--- src/rtl/hilo_muldiv_unit.sv ---
// Iterative multiply/divide unit with architectural HI/LO registers.
// Radix-2 shift-add multiply and restoring divide, one bit per clock.
module hilo_muldiv_unit #(
  parameter int unsigned WIDTH = 32,
  parameter int unsigned CNT_W = 5
) (
  input  logic             clk,
  input  logic             reset,
  input  logic             start,
  input  logic [5:0]       functcode,
  input  logic [WIDTH-1:0] rs_content,
  input  logic [WIDTH-1:0] rt_content,
  output logic             busy,
  output logic             done,
  output logic [WIDTH-1:0] HI,
  output logic [WIDTH-1:0] LO
);

  localparam int unsigned DW = 2 * WIDTH;

  localparam logic [5:0] F_MULT  = 6'h18;
  localparam logic [5:0] F_MULTU = 6'h19;
  localparam logic [5:0] F_DIV   = 6'h1a;
  localparam logic [5:0] F_DIVU  = 6'h1b;
  localparam logic [5:0] F_MTHI  = 6'h11;
  localparam logic [5:0] F_MTLO  = 6'h13;

  typedef enum logic [1:0] {S_IDLE, S_CALC, S_FIX} state_t;

  state_t state_q, state_d;

  logic [DW-1:0]    acc_q, acc_d;
  logic [WIDTH-1:0] opb_q, opb_d;
  logic [CNT_W-1:0] cnt_q, cnt_d;
  logic             is_div_q, is_div_d;
  logic             dz_q, dz_d;
  logic             neg_res_q, neg_res_d;
  logic             neg_rem_q, neg_rem_d;
  logic             done_q, done_d;
  logic [WIDTH-1:0] hi_q, hi_d;
  logic [WIDTH-1:0] lo_q, lo_d;

  // Request decode
  logic             op_mul, op_div, op_sgn, op_dz;
  logic [WIDTH-1:0] abs_a, abs_b;

  always_comb begin
    op_mul = (functcode == F_MULT) || (functcode == F_MULTU);
    op_div = (functcode == F_DIV)  || (functcode == F_DIVU);
    op_sgn = (functcode == F_MULT) || (functcode == F_DIV);
    op_dz  = op_div && (rt_content == '0);
    abs_a  = (op_sgn && rs_content[WIDTH-1]) ? (~rs_content + WIDTH'(1)) : rs_content;
    abs_b  = (op_sgn && rt_content[WIDTH-1]) ? (~rt_content + WIDTH'(1)) : rt_content;
  end

  always_ff @(posedge clk or posedge reset) begin
    if (reset) state_q <= S_IDLE;
    else       state_q <= state_d;
  end

  always_comb begin
    state_d = state_q;
    unique case (state_q)
      S_IDLE: if (start && (op_mul || op_div)) state_d = op_dz ? S_FIX : S_CALC;
      S_CALC: if (cnt_q == '0) state_d = S_FIX;
      S_FIX:  state_d = S_IDLE;
      default: state_d = S_IDLE;
    endcase
  end

  // Datapath and HI/LO update
  logic [WIDTH:0]   mul_sum, div_rem, div_diff;
  logic [DW-1:0]    prod;
  logic [WIDTH-1:0] quo, rem;

  always_comb begin
    acc_d     = acc_q;
    opb_d     = opb_q;
    cnt_d     = cnt_q;
    is_div_d  = is_div_q;
    dz_d      = dz_q;
    neg_res_d = neg_res_q;
    neg_rem_d = neg_rem_q;
    hi_d      = hi_q;
    lo_d      = lo_q;
    done_d    = 1'b0;

    mul_sum  = {1'b0, acc_q[DW-1:WIDTH]} + {1'b0, (acc_q[0] ? opb_q : WIDTH'(0))};
    div_rem  = acc_q[DW-1:WIDTH-1];
    div_diff = div_rem - {1'b0, opb_q};
    prod     = neg_res_q ? (~acc_q + DW'(1)) : acc_q;
    quo      = neg_res_q ? (~acc_q[WIDTH-1:0] + WIDTH'(1)) : acc_q[WIDTH-1:0];
    rem      = neg_rem_q ? (~acc_q[DW-1:WIDTH] + WIDTH'(1)) : acc_q[DW-1:WIDTH];

    unique case (state_q)
      S_IDLE: begin
        if (start) begin
          if (functcode == F_MTHI) hi_d = rs_content;
          if (functcode == F_MTLO) lo_d = rs_content;
          if (op_mul || op_div) begin
            acc_d     = {WIDTH'(0), abs_a};
            opb_d     = abs_b;
            cnt_d     = CNT_W'(WIDTH - 1);
            is_div_d  = op_div;
            dz_d      = op_dz;
            neg_res_d = op_sgn && (rs_content[WIDTH-1] ^ rt_content[WIDTH-1]);
            neg_rem_d = op_sgn && rs_content[WIDTH-1];
          end
        end
      end
      S_CALC: begin
        cnt_d = cnt_q - CNT_W'(1);
        if (!is_div_q)
          acc_d = {mul_sum, acc_q[WIDTH-1:1]};
        else if (!div_diff[WIDTH])
          acc_d = {div_diff[WIDTH-1:0], acc_q[WIDTH-2:0], 1'b1};
        else
          acc_d = {div_rem[WIDTH-1:0], acc_q[WIDTH-2:0], 1'b0};
      end
      S_FIX: begin
        done_d = 1'b1;
        if (!dz_q) begin
          if (is_div_q) begin
            hi_d = rem;
            lo_d = quo;
          end else begin
            hi_d = prod[DW-1:WIDTH];
            lo_d = prod[WIDTH-1:0];
          end
        end
      end
      default: ;
    endcase
  end

  always_ff @(posedge clk or posedge reset) begin
    if (reset) begin
      acc_q     <= '0;
      opb_q     <= '0;
      cnt_q     <= '0;
      is_div_q  <= 1'b0;
      dz_q      <= 1'b0;
      neg_res_q <= 1'b0;
      neg_rem_q <= 1'b0;
      done_q    <= 1'b0;
      hi_q      <= '0;
      lo_q      <= '0;
    end else begin
      acc_q     <= acc_d;
      opb_q     <= opb_d;
      cnt_q     <= cnt_d;
      is_div_q  <= is_div_d;
      dz_q      <= dz_d;
      neg_res_q <= neg_res_d;
      neg_rem_q <= neg_rem_d;
      done_q    <= done_d;
      hi_q      <= hi_d;
      lo_q      <= lo_d;
    end
  end

  assign busy = (state_q != S_IDLE);
  assign done = done_q;
  assign HI   = hi_q;
  assign LO   = lo_q;

endmodule
--- config.mk ---
export PLATFORM = sky130hd
export DESIGN_NAME = hilo_muldiv_unit
export DESIGN_NICKNAME = d
export VERILOG_FILES = /design/src/rtl/hilo_muldiv_unit.sv
export SDC_FILE = /design/constraint.sdc
export NUM_CORES = 1
export LEC_CHECK = 0
export ABC_AREA = 0
export CAP_MARGIN = 20
export CORE_MARGIN = 2
export CORE_UTILIZATION = 40
export CTS_BUF_LIST = sky130_fd_sc_hd__clkbuf_16
export CTS_CLUSTER_SIZE = 10
export DETAILED_ROUTE_END_ITERATION = 8
export PLACE_DENSITY = 0.68
export SLEW_MARGIN = 0
export SYNTH_ARGS = -nofsm -noshare
export SYNTH_HDL_FRONTEND = slang
export SYNTH_SLANG_ARGS = --single-unit
export TNS_END_PERCENT = 1
--- constraint.sdc ---
create_clock -name clk -period 7.75 [get_ports clk]
set_input_delay 1.55 -clock clk [delete_from_list [all_inputs] [get_ports clk]]
set_output_delay 1.55 -clock clk [all_outputs]
set_load 0.02 [all_outputs]
==> results of run 1 <==
## metrics by stage
step                instances  power, mW
CTS                      2316       7.36
detailed placement       2284       6.43
global route             2319       8.00
finish                   2319       7.45
floorplan                1777       5.03
global placement         2284       6.35
## flip-flops by register name (all words and copies together) (netlist names)
signal	flops
done	1
opb_q	32
neg_rem_q	1
dz_q	1
cnt_q	5
neg_res_q	1
LO	32
state_q	2
HI	32
is_div_q	1
acc_q	64
## Yosys cell counts, types with 3 or more instances
cell,n
a31oi_1,23
buf_2,6
o31ai_1,53
or3_1,14
o21ai_1,22
o211ai_1,16
xor2_1,82
clkbuf_1,87
a22oi_1,18
a221o_1,6
a21o_1,45
and3_1,9
a211o_1,3
nor2b_1,9
nand3_1,25
a41oi_1,4
nor4_1,15
xnor2_1,93
buf_1,8
and2_1,12
or2_2,4
o41ai_1,11
nor3b_1,4
nor2_1,174
mux2i_1,49
o31ai_2,4
nand4_1,19
nor3_1,28
dfrtp_1,172
o21ai_0,145
nand2_1,225
a211oi_1,37
nor3b_2,3
o221ai_1,12
inv_1,61
or4_1,16
nand2b_1,24
ha_1,70
a21oi_1,109
o21a_1,7
a21boi_0,3
## worst max path at each step
stage | from | endpoint | slack, ns | cells after the start
global route | functcode[2] | acc_q[30] | 3.17 | 10
floorplan | reset | HI[0] | 1.54 | 1
finish | acc_q[44] | acc_q[40] | 3.49 | 11
CTS | rt_content[1] | state_q[0] | 3.54 | 10
detailed placement | rt_content[1] | state_q[0] | 3.08 | 10
global placement | functcode[4] | acc_q[26] | 3.19 | 10
## kinds of logic after synthesis
family,Yosys count
adders and majority gates,72
DFF,172
AOI/OAI and AO/OA,541
and+or+nand+nor,600
buffers and inverters,164
xor gates and xnor gates,176
muxes,52
## area by class of cell
class	count	area, um2
clock inverters	15	191
fillers	3483	18700
clock buffers	17	425
multi-input cells	1441	9310
flip-flops and latches	172	4310
well taps	461	577
repair buffers	152	1540
inverters	61	234
## worst max-delay path, stage by stage, from the launching register on
cell       delay [ns]
dfrtp_1          0.53
ha_1             0.44
a21oi_1          0.28
o21ai_1          0.14
a2111oi_1        0.69
a211oi_1         0.27
nor3b_2          0.50
xnor2_4          0.16
buf_4            0.52
mux2_1           0.38
a21oi_1          0.15
nor2_1           0.06
## layer usage
metal | GRT usage, % | up-vias
li1 | - | 6524
met1 | 36.0 | 6568
met2 | 40.5 | 543
met3 | 3.13 | 69
met4 | 7.19 | 0
met5 | 0 | -
## power breakdown
part	leakage (nW)	total, mW	switching (mW)	internal (mW)
Clock	0.298	0.908	0.468	0.440
Combinational	4.54	4.67	2.75	1.92
Sequential	2.13	1.87	0.571	1.30
Total	6.97	7.45	3.79	3.67
==> impl_metrics.csv, run 1 <==
group,metric,value,unit
clocking,path_clk_slew,0.08,ns
setup_path,worstPathMaxFanout,45,
sta,layout_min_cycle_time,4.26,ns
logic_synthesis,ys_warn_count,0,
placed_design,dp_hpwl,35500,um
global_route,grt_pass1_wl,72800,um
logic_synthesis,synth_fa_ha_area_share,6.45,%
pwr,pwr_density_cell,449,mW/mm2
setup_path,r2r_start,"acc_q[44]",
setup_path,rrSetupSlack,3.49,ns
logic_synthesis,synthXorXnorAreaFrac,10.9,%
logic_synthesis,synth-seq-cells,172,
run_status,status,"finished, final reports clean",
floorplanning,dieHeight,192,um
floorplanning,start_util,40.2,%
clocking,cts_root_buf,"clkbuf_16",
clocking,post_cts_resize_count,0,
sta,period_share,54.9,%
drt,met3_wirelength,3080,um
sta,whs,0.482,ns
finish,final_common_cell,"nand2_1",
logic_synthesis,yosysTopAreaCellShare,30.3,%
placed_design,io_buffers,138,
logic_synthesis,synth_flop_cell,"dfrtp_1",
hold_path,worstHoldPathType,"register to register",
setup_path,cp_data_arrival_time,4.61,ns
global_route,grt_max_degree,108,
finish,final_cell_mix,"nand2_1 (225), nor2_1 (172), dfrtp_1 (171), o21ai_0 (145), clkdlybuf4s50_1 (138)",
placed_design,gp_congestion,0.934,
setup_path,r2r_cells,11,
sta,fmax,0.235,GHz
sta,drv_slew,0,
drt,vias_per_cell,5.91,
sta,finalHoldViolations,0,
floorplanning,die-area,0.0370,mm2
clocking,clock_sinks,172,
hold_path,min_path_cells,2,
global_route,gr-total-overflow,0,
clocking,cts_buffers,17,
setup_path,r2r-end,"acc_q[40]",
sta,layout_setup_ws,3.49,ns
logic_synthesis,syn_area_per_cell,8.00,um2
floorplanning,fp.dieW,192,um
clocking,clk_latency,0.46,ns
global_route,grt_usage,25.4,%
placed_design,place_ws,3.08,ns
drt,wl_met1,21700,um
clocking,cts_tree,"built",
drt,ant_nets,0,
logic_synthesis,synth_edf_count,0,
sta,setup_tns,0,ns
logic_synthesis,synth_cell_types,77,
logic_synthesis,netlist_area,0.0142,mm2
logic_synthesis,synth_nets,1922,
setup_path,cp-start-kind,"register",
clocking,cts_buffer_depth,2,
finish,post-route-util,47.0,%
sta,rsz0062_at_grt,"false",
pwr,ir_drop,0.210,mV
sta,relSlewSlack,27.6,%
logic_synthesis,yosysSeqAreaShare,30.3,%
drt,num_vias,13704,
drt,met2WireLength,21200,um
finish,drive_gt1_share,4.74,%
setup_path,endpoint_kind,"register",
drt,routedWlPerCell,20.3,um
pwr,p_leak,6.97,nW
hold_path,hold_start,"opb_q[11]",
drt,drc,0,
clocking,holdBufCountCts,0,
logic_synthesis,synthSimpleGateAreaFrac,19.7,%
logic_synthesis,syn_inst,1777,
finish,synthToLayoutAreaGrowth,16.7,%
drt,top_layer_used,"met4",
logic_synthesis,synth.mux.area_fraction,3.69,%
logic_synthesis,synth_top_area_cell,"dfrtp_1",
global_route,antenna_found_initial,0,
hold_path,hold_path_end,"opb_q[11]",
logic_synthesis,synthTopCellsByArea,"dfrtp_1 (30%), ha_1 (6.2%), nand2_1 (5.9%), xnor2_1 (5.7%), o21ai_0 (5.1%)",
floorplanning,io_pins,139,
finish,nets,1990,
clocking,htree_num_levels,4,
sta,finalSetupViolCount,0,
drt,wl,47000,um
placed_design,post_dp_cell_area,0.0159,mm2
sta,tightest_slew,1.09,ns
floorplanning,row_count,69,
finish,antenna_cells,0,
setup_path,worst_ep_required_time,8.10,ns
logic_synthesis,synth_top_family_by_area,"compound AO/OA/AOI/OAI gates",
global_route,first_global_vias,12741,
setup_path,worstSetupPathType,"register to register",
logic_synthesis,synth_compound_area_share,24.5,%
clocking,post_cts_buffers,0,
logic_synthesis,synth-async-reset-ratio,100,%
finish,stdcell_area,0.0166,mm2
flow_run,max_cap_violations,0,
sta,skew,0.0174,ns
drt,drtPass1Iterations,5,
drt,drt-initial-drc-count,1323,
floorplanning,core,0.0353,mm2
(Power assumes the default switching activity.)
==> run 2: changes to the inputs <==
- clock period: 7.75 -> 4 ns (I/O delays scaled with it)
==> run 2 against run 1 <==
Die area unchanged. Sequential share of layout area decreased by 0.41 points. Final cell count grew 1.9%. Design area is 1.6% higher. Worst setup slack got worse by 3.0 ns. Maximum frequency increased by 22%. Utilization up 0.76 points. First-iteration DRC count rose by 0.76%. Count of clock-buffer cells in the layout stayed put.
==> impl_metrics.csv, run 2 (synthesis gave the netlist of run 1 again) <==
group,metric,value,unit
run_status,status,"finished, final reports clean",
finish,stdcell_area,0.0168,mm2
finish,drive_gt1_share,6.83,%
global_route,top_usage_layer,"met2",
placed_design,io_buffers,138,
flow_run,max_cap_violations,0,
setup_path,worstSetupPathType,"register to register",
placed_design,gp_congestion,0.939,
setup_path,cp_data_arrival_time,3.83,ns
pwr,pwr-share-seq,24.3,%
global_route,antenna_found_initial,0,
finish,nets,2034,
global_route,use_met3,3.42,%
drt,ant_nets,0,
global_route,first_global_vias,12755,
finish,final_common_cell,"nand2_1",
clocking,cts_root_buf,"clkbuf_16",
placed_design,dp_hpwl,37800,um
setup_path,worst_ep_required_time,4.34,ns
finish,regMostFlops,"acc_q",
drt,drc,0,
global_route,grt_usage,26.2,%
finish,final_cell_mix,"nand2_1 (225), nor2_1 (173), dfrtp_1 (171), o21ai_0 (145), clkdlybuf4s50_1 (138)",
floorplanning,row_count,69,
drt,vias_per_cell,5.85,
sta,setup_tns,0,ns
sta,tightest_slew,0.964,ns
clocking,clock_sinks,172,
global_route,grtUsageMet1,37.3,%
clocking,cts_tree,"built",
hold_path,worstHoldPathType,"register to register",
setup_path,cp-start-kind,"register",
drt,drt-initial-drc-count,1333,
sta,relSlewSlack,35.7,%
pwr,pwr_density_cell,871,mW/mm2
global_route,gr-total-overflow,0,
sta,fmax,0.287,GHz
floorplanning,dieHeight,192,um
pwr,ir_drop,0.483,mV
clocking,htree_num_levels,4,
sta,period_share,87.2,%
clocking,holdBufCountCts,0,
floorplanning,fp.dieW,192,um
finish,fill_cells,3454,
floorplanning,io_pins,139,
sta,skew,0.0151,ns
global_route,met2_usage,40.8,%
pwr,combPwrFrac,64.2,%
pwr,power.total,14.7,mW
setup_path,worstPathMaxFanout,45,
clocking,cts_buffers,17,
setup_path,endpoint_kind,"register",
floorplanning,die-area,0.0370,mm2
finish,synthToLayoutAreaGrowth,18.6,%
global_route,grt_pass1_wl,74600,um
clocking,clk_latency,0.46,ns
pwr,clkPwrFrac,11.5,%
sta,layout_min_cycle_time,3.49,ns
pwr,swShare,50.6,%
pwr,switchingPower,7.42,mW
sta,finalHoldViolations,0,
floorplanning,start_util,40.2,%
clocking,post_cts_buffers,0,
floorplanning,core,0.0353,mm2
drt,wl,47800,um
placed_design,post_dp_cell_area,0.0163,mm2
sta,rsz0062_at_grt,"false",
clocking,post_cts_resize_count,0,
pwr,p_leak,7.16,nW
sta,finalSetupViolCount,0,
finish,largest_reg_flops,64,
global_route,grt_max_degree,135,
clocking,cts_buffer_depth,2,
sta,drv_slew,0,
drt,num_vias,13812,
pwr,p_int,7.25,mW
drt,routedWlPerCell,20.2,um
clocking,path_clk_slew,0.07,ns
drt,drtPass1Iterations,5,
finish,antenna_cells,0,
run 2: cell types whose count changed in the layout (fill, tap and decap cells not counted), sizes merged:
cell,delta
buf,+44
clkinv,-4
clkinvlp,+2
inv,+2
run 2: path summary, 6_finish.rpt:
path                            slack, ns       from         to  cells past startpoint
min in group asynchronous            0.86      reset  acc_q[11]                      3
worst min-delay path                 0.48   opb_q[9]   opb_q[9]                      2
worst min register to register       0.48   opb_q[9]   opb_q[9]                      2
worst max register to register       0.51  acc_q[43]  acc_q[40]                     11
worst max-delay path                 0.51  acc_q[43]  acc_q[40]                     11
max in group asynchronous            2.45      reset  acc_q[62]                      3
run 2: layer usage:
metal	part of all wire (%)	routed length (um)	up-vias
met4	3.2	1510	0
li1	-	-	6608
met5	0	0	-
met2	44	21000	518
met3	6.5	3090	84
met1	46	22200	6602
run 2: power groups by stage:
| stage | clock [mW] | sequential [mW] | combinational [mW] |
|---|---|---|---|
| floorplan | 0 | 3.50 | 6.23 |
| global placement | 0 | 3.54 | 9.18 |
| detailed placement | 0 | 3.57 | 9.27 |
| CTS | 1.69 | 3.54 | 9.32 |
| global route | 1.76 | 3.67 | 10.3 |
| finish | 1.68 | 3.56 | 9.43 |
run 2: worst max-delay path, cell delays in order (launching register included):
cell       delay, ns
dfrtp_1         0.55
ha_1            0.29
a21oi_1         0.22
o21ai_1         0.13
a2111oi_1       0.59
a211oi_1        0.20
nor3b_2         0.39
xnor2_4         0.16
buf_12          0.27
mux2_1          0.35
a21oi_1         0.15
nor2_1          0.05
run 2: layout make-up:
class / instances / area [um2] / share of cell area, %
Clock buffer: 17 / 425 / 2.52
Clock inverter: 15 / 148 / 0.876
Inverter: 61 / 233 / 1.38
Multi-Input combinational cell: 1441 / 9310 / 55.2
Sequential cell: 172 / 4310 / 25.6
Tap cell: 461 / 577 / 3.42
Timing Repair Buffer: 196 / 1850 / 11.0
run 2: through the flow:
stage	hold WS [ns]	util, %	std cells	worst slack [ns]
final	0.479	47.7	2363	0.513
after detailed placement	0.471	46.1	2331	0.357
after global routing	0.500	47.7	2363	0.282
after floorplan	0.450	-	1777	0.855
after CTS	0.487	47.7	2363	0.509
after global placement	0.463	46.1	2331	0.392
==> run 3: changes to the inputs <==
- MAX_ROUTING_LAYER: unset -> met4
- PLACE_DENSITY: 0.68 -> 0.65
- RECOVER_POWER: unset -> 25
==> run 3 against run 2 <==
The run now ends with capacitance limit, slew limit left. Critical path type unchanged. Wire length rose by 1.0%. Clock power barely moved. Non-clock buffer count fell by 4. Utilization fell by 0.11 points. First-iteration DRC count rose by 8.9%. Total power barely moved. Combinational power barely moved. Largest cell class unchanged. Design area fell by 0.22%. Sequential power barely moved. Worst setup slack got worse by 0.13 ns. Critical path depth did not move.
==> impl_metrics.csv, run 3 (synthesis gave the netlist of run 1 again) <==
group,metric,value,unit
sta,skew,0.0156,ns
setup_path,endpoint_kind,"register",
clocking,holdBufCountCts,0,
finish,synthToLayoutAreaGrowth,18.3,%
finish,regMostFlops,"acc_q",
drt,wl,48300,um
run_status,violations,"capacitance limit, slew limit",
pwr,power.total,14.7,mW
placed_design,gp_congestion,1.02,
flow_run,max_cap_violations,1,
drt,ant_nets,0,
sta,tightest_slew,1.72,ns
sta,period_share,90.4,%
global_route,grt_pass1_wl,74500,um
floorplanning,die-area,0.0370,mm2
global_route,grt_usage,27.1,%
global_route,first_global_vias,12643,
placed_design,post_dp_cell_area,0.0163,mm2
pwr,p_leak,7.13,nW
pwr,ir_drop,0.620,mV
placed_design,place_ws,0.365,ns
drt,routedWlPerCell,20.5,um
sta,relSlewSlack,-14.5,%
floorplanning,start_util,40.2,%
placed_design,io_buffers,138,
finish,regArea,0.00431,mm2
setup_path,worstPathMaxFanout,45,
sta,finalSetupViolCount,0,
sta,drv_slew,77,
run_status,status,"finished with violations",
clocking,post_cts_resize_count,0,
pwr,pwr_density_cell,872,mW/mm2
setup_path,cp-start-kind,"register",
clocking,cts_buffers,17,
setup_path,cp_data_arrival_time,3.96,ns
finish,multi_input_area,0.00931,mm2
setup_path,critPathMaxStageDelay,0.56,ns
finish,final_cell_mix,"nand2_1 (225), nor2_1 (173), dfrtp_1 (171), o21ai_0 (145), clkdlybuf4s50_1 (137)",
global_route,gr-total-overflow,0,
finish,largest_reg_flops,64,
setup_path,crit_buf_inv,1,
finish,stdcell_area,0.0168,mm2
drt,drtPass1Iterations,7,
global_route,grt_max_degree,77,
finish,final_common_cell,"nand2_1",
drt,drc,0,
sta,layout_min_cycle_time,3.62,ns
clocking,cts_root_buf,"clkbuf_16",
floorplanning,core,0.0353,mm2
setup_path,worst_ep_required_time,4.34,ns
clocking,post_cts_buffers,0,
setup_path,cp_cell_sequence,"ha_1, a21oi_1, o21ai_1, a2111oi_1, a211oi_1, nor3b_2, xnor2_4, buf_12, mux2_1, a21oi_1, nor2_1",
sta,fmax,0.277,GHz
clocking,path_clk_slew,0.07,ns
global_route,antenna_found_initial,0,
setup_path,worstSetupPathType,"register to register",
placed_design,dp_hpwl,38000,um
clocking,htree_num_levels,4,
floorplanning,dieHeight,192,um
setup_path,crit_slowest_cell,"a2111oi_1",
floorplanning,io_pins,139,
sta,rsz0062_at_grt,"false",
sta,finalHoldViolations,0,
drt,num_vias,13743,
sta,setup_tns,0,ns
hold_path,worstHoldPathType,"register to register",
finish,fill_cells,3516,
finish,nets,2030,
setup_path,cpMostUsedCell,"a21oi_1",
floorplanning,fp.dieW,192,um
finish,drive_gt1_share,6.28,%
drt,drt-initial-drc-count,1452,
finish,antenna_cells,0,
drt,vias_per_cell,5.83,
sta,layout_setup_ws,0.385,ns
clocking,cts_buffer_depth,2,
clocking,clock_sinks,172,
floorplanning,row_count,69,
clocking,cts_tree,"built",
setup_path,crit_family,"compound AO/OA/AOI/OAI gates",
clocking,clk_latency,0.45,ns
==> run 3: tightest hold or removal path: stages, from the launching register on <==
cell	delay, ns
dfrtp_1	0.34
nand2_1	0.05
o31ai_1	0.05
==> run 3: worst paths after layout <==
kind | start | endpoint | slack [ns] | cells after the start
min in group asynchronous | reset | cnt_q[0] | 1.07 | 2
worst min-delay path | LO[12] | LO[12] | 0.47 | 2
worst max-delay path | acc_q[44] | acc_q[40] | 0.38 | 11
worst max register to register | acc_q[44] | acc_q[40] | 0.38 | 11
worst min register to register | LO[12] | LO[12] | 0.47 | 2
max in group asynchronous | reset | HI[17] | 0.66 | 3
==> run 3: cell type report <==
cell class	count	area share [%]
clock buffer	17	2.53
inverter	61	1.37
sequential	172	25.6
tap	461	3.43
multi-input combinational	1441	55.4
timing repair buffer	192	10.9
clock inverter	13	0.767
==> run 3: through the flow <==
step / util [%] / std cells / hold slack (ns)
2_1_floorplan: - / 1777 / 0.450
3_3_place_gp: 46.0 / 2326 / 0.461
3_5_place_dp: 46.1 / 2327 / 0.466
4_1_cts: 47.7 / 2357 / 0.481
5_1_grt: 47.6 / 2357 / 0.504
6_report: 47.6 / 2357 / 0.473
==> run 3: report_power, final <==
group	switching [mW]	internal [mW]	total [mW]
logic	5.54	3.90	9.45
clock network	0.747	0.907	1.65
registers	1.04	2.53	3.57
total	7.33	7.34	14.7
==> run 3: metal layers <==
metal  wire length (um)  global-route usage [%]
met5                  0                       -
met4               1590                    10.2
met3               3540                    3.44
met2              21000                    40.0
met1              22200                    37.8
